<file path="config.mk">
export PLATFORM = sky130hd
export DESIGN_NAME = opb_event_counter_bank
export DESIGN_NICKNAME = d
export VERILOG_FILES = /design/src/rtl/opb_event_counter_bank.sv
export SDC_FILE = /design/constraint.sdc
export NUM_CORES = 1
export LEC_CHECK = 0
export BUFFER_PORTS_ARGS = -buffer_cell sky130_fd_sc_hd__buf_4
export CAP_MARGIN = 20
export CELL_PAD_IN_SITES_DETAIL_PLACEMENT = 0
export CELL_PAD_IN_SITES_GLOBAL_PLACEMENT = 1
export CORE_ASPECT_RATIO = 1.75
export CORE_MARGIN = 10
export CORE_UTILIZATION = 56
export CTS_BUF_LIST = sky130_fd_sc_hd__clkbuf_4 sky130_fd_sc_hd__clkbuf_8
export CTS_CLUSTER_SIZE = 25
export DETAILED_ROUTE_END_ITERATION = 8
export PLACE_DENSITY_LB_ADDON = 0.1
export SETUP_SLACK_MARGIN = 0.3
export SYNTH_ARGS = -nofsm -noshare
export SYNTH_HDL_FRONTEND = slang
export SYNTH_SLANG_ARGS = --single-unit
</file>
<file path="constraint.sdc">
create_clock -name OPB_Clk -period 15.2 [get_ports OPB_Clk]
set_clock_uncertainty 0.1 [all_clocks]
set_input_delay 3.8 -clock OPB_Clk [delete_from_list [all_inputs] [get_ports OPB_Clk]]
set_output_delay 3.8 -clock OPB_Clk [all_outputs]
set_load 0.01 [all_outputs]
</file>
<file path="src/rtl/opb_event_counter_bank.sv">
// OPB slave exposing a bank of per-channel event counters with coherent
// snapshot registers, sticky overflow flags and fabric/bus snapshot and clear.
module opb_event_counter_bank #(
   parameter logic [31:0] C_BASEADDR   = 32'h01188400,
   parameter logic [31:0] C_HIGHADDR   = 32'h011884FF,
   parameter int          C_OPB_AWIDTH = 32,
   parameter int          C_OPB_DWIDTH = 32,
   parameter              C_FAMILY     = "virtex6",
   parameter int          N_CHAN       = 8,
   parameter int          CNT_WIDTH    = 32,
   parameter int          SATURATE     = 1
) (
   input  logic              OPB_Clk,
   input  logic              OPB_Rst,
   input  logic [0:31]       OPB_ABus,
   input  logic [0:3]        OPB_BE,
   input  logic [0:31]       OPB_DBus,
   input  logic              OPB_RNW,
   input  logic              OPB_select,
   input  logic              OPB_seqAddr,
   output logic [0:31]       Sl_DBus,
   output logic              Sl_xferAck,
   output logic              Sl_errAck,
   output logic              Sl_retry,
   output logic              Sl_toutSup,
   input  logic [N_CHAN-1:0] user_event_in,
   input  logic              user_snap_in,
   input  logic              user_clr_in
);

   // Elaboration-time guard on the supported parameter ranges.
   if (C_OPB_AWIDTH != 32 || C_OPB_DWIDTH != 32 ||
       N_CHAN < 1 || N_CHAN > 32 || CNT_WIDTH < 1 || CNT_WIDTH > 32) begin : g_param_check
      $error("opb_event_counter_bank: unsupported parameter combination");
   end

   localparam logic [31:0] CTRL_WORD = {16'h0002, 8'(N_CHAN), 8'(CNT_WIDTH)};

   // Next counter value on an event: hold or wrap at the top of the range.
   function automatic logic [CNT_WIDTH-1:0] sat_inc(input logic [CNT_WIDTH-1:0] v);
      if (&v) begin
         return (SATURATE != 0) ? v : '0;
      end
      return v + CNT_WIDTH'(1);
   endfunction

   logic [CNT_WIDTH-1:0] cnt_q  [N_CHAN];
   logic [CNT_WIDTH-1:0] snap_q [N_CHAN];
   logic [N_CHAN-1:0]    ovf_q;

   logic        ack_q;
   logic [31:0] rdata_q;
   logic        wr_snap_q;
   logic        wr_clr_q;

   logic        hit;
   logic        take;
   logic [5:0]  word_off;
   logic [31:0] rdata;
   logic        ctrl_wr;
   logic        snap_req;
   logic        clr_req;

   assign word_off = OPB_ABus[24:29];
   assign hit      = OPB_select && (OPB_ABus >= C_BASEADDR) && (OPB_ABus <= C_HIGHADDR);
   assign take     = hit && !ack_q;
   assign ctrl_wr  = take && !OPB_RNW && OPB_BE[3] && (word_off == 6'd0);

   // Fabric strobes and latched bus commands are merged into one request each.
   assign snap_req = user_snap_in | wr_snap_q;
   assign clr_req  = user_clr_in  | wr_clr_q;

   // Read multiplexer over CTRL, OVF and the snapshot registers.
   always_comb begin
      rdata = '0;
      if (word_off == 6'd0) begin
         rdata = CTRL_WORD;
      end else if (word_off == 6'd1) begin
         rdata = 32'(ovf_q);
      end else begin
         for (int i = 0; i < N_CHAN; i++) begin
            if (word_off == 6'(i + 2)) begin
               rdata = 32'(snap_q[i]);
            end
         end
      end
   end

   // Bus handshake: one-cycle ack after a hit, read data and write commands latched with it.
   always_ff @(posedge OPB_Clk) begin
      if (OPB_Rst) begin
         ack_q     <= 1'b0;
         rdata_q   <= '0;
         wr_snap_q <= 1'b0;
         wr_clr_q  <= 1'b0;
      end else begin
         ack_q     <= take;
         rdata_q   <= (take && OPB_RNW) ? rdata : '0;
         wr_snap_q <= ctrl_wr && OPB_DBus[31];
         wr_clr_q  <= ctrl_wr && OPB_DBus[30];
      end
   end

   // Counters, sticky overflow and atomic snapshot of pre-increment values.
   always_ff @(posedge OPB_Clk) begin
      if (OPB_Rst) begin
         ovf_q <= '0;
         for (int i = 0; i < N_CHAN; i++) begin
            cnt_q[i]  <= '0;
            snap_q[i] <= '0;
         end
      end else begin
         for (int i = 0; i < N_CHAN; i++) begin
            if (snap_req) begin
               snap_q[i] <= cnt_q[i];
            end
            if (clr_req) begin
               cnt_q[i] <= '0;
               ovf_q[i] <= 1'b0;
            end else if (user_event_in[i]) begin
               cnt_q[i] <= sat_inc(cnt_q[i]);
               if (&cnt_q[i]) begin
                  ovf_q[i] <= 1'b1;
               end
            end
         end
      end
   end

   // Reset suppresses any ack still in flight; data is zero whenever ack is low.
   assign Sl_xferAck = ack_q && !OPB_Rst;
   assign Sl_DBus    = Sl_xferAck ? rdata_q : '0;
   assign Sl_errAck  = 1'b0;
   assign Sl_retry   = 1'b0;
   assign Sl_toutSup = 1'b0;

   logic unused_ok;
   assign unused_ok = &{1'b0, OPB_seqAddr, OPB_BE[0:2], OPB_DBus[0:29],
                        (C_FAMILY == "virtex6")};

endmodule

</file>
; ---- After elaboration in Yosys (flattened, before gate mapping)
; Memories as Yosys holds them, arrays and structs flattened.
; Index checks and enable logic that the tools add are counted.
[op_classes]
n_eq_ne = 9
n_addsub = 8
muxes = 147
n_bitwise = 27
n_reduce_logical = 34
n_lt_le_gt_ge = 2
[ops]
columns = operator, count
row1 = 2-to-1 mux 32 bit, 73
row2 = AND reduction 33 bit, 8
row3 = "adder 32 x 1 -> 32 bit, second input constant", 8
row4 = AND reduction 32 bit, 8
row5 = 2-to-1 mux 1 bit, 72
row6 = 2-to-1 mux 18 bit, 2
row7 = ">= comparator 32 x 25 -> 1 bit, second input constant", 1
row8 = "less-or-equal comparator 32 x 25 -> 1 bit, second input constant", 1
row9 = OR 1 bit, 26
row10 = "== test 6 x 3 -> 1 bit, second input constant", 4
row11 = "== test 6 x 2 -> 1 bit, second input constant", 2
row12 = "== test 6 x 4 -> 1 bit, second input constant", 2
row13 = logical AND 1 bit, 10
row14 = "== test 6 x 1 -> 1 bit, second input constant", 1
row15 = logical NOT 6 bit, 1
row16 = OR reduction 2 bit, 2
row17 = OR reduction 4 bit, 1
row18 = logical NOT 1 bit, 3
row19 = OR reduction 3 bit, 1
row20 = inverter 1 bit, 1
[totals]
inputBits = 83
register_bits = 43
word_cells = 243
memories = 2
ram_bits = 512
[mem_list]
columns = memory, words, width, rd, rd_ports_with_merged_regs, write_ports, line_no
row1 = cnt_q, 8, 32, 8, 0, 8, 47  ; logic [CNT_WIDTH-1:0] cnt_q [N_CHAN];
row2 = snap_q, 8, 32, 8, 0, 8, 48  ; logic [CNT_WIDTH-1:0] snap_q [N_CHAN];

; ---- Longest topological paths before layout
[depth]
depth_word = 11
mapped_depth = 7
mapped_depth_nobuf = 5

; ---- Worst setup path after synthesis
; No wires, ideal clock.
[synth_timing]
path_kind = input port to flip-flop
start = in OPB_Rst
end = mem snap_q[0][0], enable pin
setup_slack_ns = 4.614
cell_stages = 3
setup_ns = 0.634
required_ns = 14.466
n_path_buf = 2
t_arrival_ns = 9.852
cell_sequence = clkbuf_1 > clkbuf_1 > or3_1
[synth_rtl]
columns = element, line_no
row1 = start: declaration, 14  ; input logic OPB_Rst,
row2 = end: declaration, 48

; ---- Final worst setup path
[layout_timing]
start = in OPB_Rst
end = out Sl_DBus[23] (netlist bit)
[layout_between]
elab_chain_cells = 3
[layout_rtl]
columns = element, line_no
row1 = logical NOT 1 bit, 131  ; assign Sl_xferAck = ack_q && !OPB_Rst;
row2 = logical AND 1 bit, 131
row3 = 2-to-1 mux 32 bit, 132  ; assign Sl_DBus = Sl_xferAck ? rdata_q : '0;
row4 = end: declaration, 21  ; output logic [0:31] Sl_DBus,
; No other way between the ends.

==> metrics.txt <==
result of the run finished clean; clock buffer count from CTS 83; number of port buffers 79; total half-perimeter wirelength after legalization and detailed placement 57,590 um; crit path launch type primary input; drt drc 0; kind of capture point of the worst setup path primary output; power per standard cell area 107.3 mW/mm2; average size of a mapped cell 11.18 um2; fraction of final layout cells sized beyond drive strength 1 11.48%; number of library cell types mapped by synthesis 59; top library cells by usage in the layout, fill and taps aside 512 x sky130_fd_sc_hd__edfxtp_1, 211 x sky130_fd_sc_hd__and2_1, 156 x sky130_fd_sc_hd__a21oi_1; most common library cell in the layout ignoring fill and taps sky130_fd_sc_hd__edfxtp_1; count of TritonRoute iterations in the first routing pass 5; Nets 2,616; final-report setup violation count 0; Hold/Removal Path Class flop to flop; H-Tree Level Count 3; initial antenna violation count 2; count of cells resized by post-cts repair 0; starting density of the core 56.36%; flop2flop setup slack 12.02 ns; non-filler cells, final 3,256; Placer Congestion 0.9620; CTS tree built; Highest Clock Rate 113.5 MHz; top-level port count 119; area growth from synthesis to layout 10.87%; post-layout min period 8.808 ns; number of routed nets with antenna violations 0; worst vdd ir 71.62 uV; number of storage elements in the synthesis netlist 555; synthesized area 0.02780 mm2; standard-cell row count 108; unrepaired setup endpoints after global routing no; CP Data Arrival Time 4.91 ns; measured slew at the worst slew-check pin 1.100 ns; buffer count from post-CTS setup fixing 0; maximum fanout along the worst path 33; setup total negative slack 0 ns; cts hold-fix bufs 0; violation count after the first detailed-route iteration 1,962; number of buffers on the longest clock path 3; critical path start-end classification primary input to primary output; number of flops mapped to enable cells by yosys 512; Yosys warning count 0; via count of the first global-routing pass 20.20k; worst setup timing slack at the placement stage 6.405 ns; wire length of the first global-routing pass 121,600 um; CTS sink count 555; largest net degree at the start of global routing 79; Overflow after GRT 0; required time of the critical path 11.30 ns; die boundary width 188.4 um; Post-Synthesis Cells 2,487; instance count after placement with tap cells included 3,094; Max-slew headroom 25.63%; register clock-pin slew on the reported worst setup and hold paths 0.06 ns; most instantiated flip-flop cell in the synthesis netlist sky130_fd_sc_hd__edfxtp_1; Detailed Route WL 81,800 um; worst-skew pair later-pin latency 0.66 ns; Die Span Y 314.7 um; share of synthesized flip-flops with an asynchronous set or reset 0%; setup slack of the critical path after layout 6.392 ns; GR Util All Layers 26.86%; final clock period utilization by the worst path 57.95%; Fin. Hold Viols 0; static leakage 10.39 nW; routed via count divided by cell count 6.395; total count of max-transition violations in the final report 0; post-route core utilization 62.48%; share of the yosys chip area belonging to registers 58.41%; core area 0.04932 mm2; via count 20.82k; max-capacitance violation count 0; DR WL/cell 25.12 um; clk root buf sky130_fd_sc_hd__clkbuf_8; full die area 0.05930 mm2
[critical path, cell delays in order]
cell,delay [ns]
sky130_fd_sc_hd__buf_4,0.37
sky130_fd_sc_hd__nor2b_2,0.08
sky130_fd_sc_hd__buf_4,0.25
sky130_fd_sc_hd__and2_1,0.21
sky130_fd_sc_hd__buf_4,0.14
[area by class of cell]
class                      instances  area, um2
fill                            4091      18500
sequential                       555      16240
multi-input combinational       1728      10850
clock buffer                     119       1488
timing repair buffer             114      927.1
tap                              660      825.8
clock inverter                    36      332.8
inverter                          43      161.4
antenna                            1      2.502
[cell usage after synthesis, types with 74 or more instances]
cell type	number	share of area (%)
sky130_fd_sc_hd__nor2_1	140	1.9
sky130_fd_sc_hd__o31ai_1	74	2.0
sky130_fd_sc_hd__nand4_1	74	1.7
sky130_fd_sc_hd__or4_1	80	2.2
sky130_fd_sc_hd__nand3_1	96	1.7
sky130_fd_sc_hd__nor2b_1	78	1.8
sky130_fd_sc_hd__a21oi_1	156	2.8
sky130_fd_sc_hd__and2_1	211	4.7
sky130_fd_sc_hd__clkbuf_1	141	1.9
sky130_fd_sc_hd__nor3_1	79	1.4
sky130_fd_sc_hd__nand2_1	137	1.9
sky130_fd_sc_hd__edfxtp_1	512	55
[worst paths after layout]
kind / to / cells after the start / from
worst max-delay path: Sl_DBus[23] / 5 / OPB_Rst
worst min-delay path: ovf_q[7] / 2 / ovf_q[7]
worst max register to register: cnt_q[1][1] / 5 / cnt_q[1][10]
worst min register to register: ovf_q[7] / 2 / ovf_q[7]
[registers in the layout (all words and copies together) (netlist names)]
| signal | count |
|---|---|
| cnt_q | 256 |
| ovf_q | 8 |
| rdata_q | 32 |
| wr_clr_q | 1 |
| snap_q | 256 |
| ack_q | 1 |
| wr_snap_q | 1 |
[logic make-up after synthesis]
group,Yosys count,synth area share (%)
other cells,1,0.01349
compound gates,444,10.32
xor+xnor,88,2.773
mux,62,2.287
fa+ha+maj,8,0.3601
flops,555,58.41
simple gates,1123,22.92
buf+inv,206,2.926
[metrics by stage]
stage               area (um2)  hold slack [ns]  total power [mW]
global route             30820           0.4655             3.411
CTS                      30720           0.4277             3.324
global placement         28860           0.4102             1.987
detailed placement       28900           0.4098             1.994
finish                   30820           0.4387             3.307
floorplan                27800           0.3395             1.911
[layer usage]
metal	share of wire, %	global-route usage, %	wire [um]	up-vias
li1	-	-	-	9602
met1	36	29.61	29060	10180
met3	5.7	4.204	4648	239
met4	8.0	19.83	6557	2
met2	51	46.23	41510	804
met5	0.016	0	13	-
[report_power, final]
part / leakage, nW / switching, mW / total [mW] / internal [mW]
Combinational: 3.25 / 0.105 / 0.157 / 0.0522
Clock: 0.973 / 0.602 / 1.34 / 0.738
Sequential: 6.17 / 0.0708 / 1.81 / 1.74
Total: 10.4 / 0.778 / 3.31 / 2.53
(Power assumes the default switching activity.)
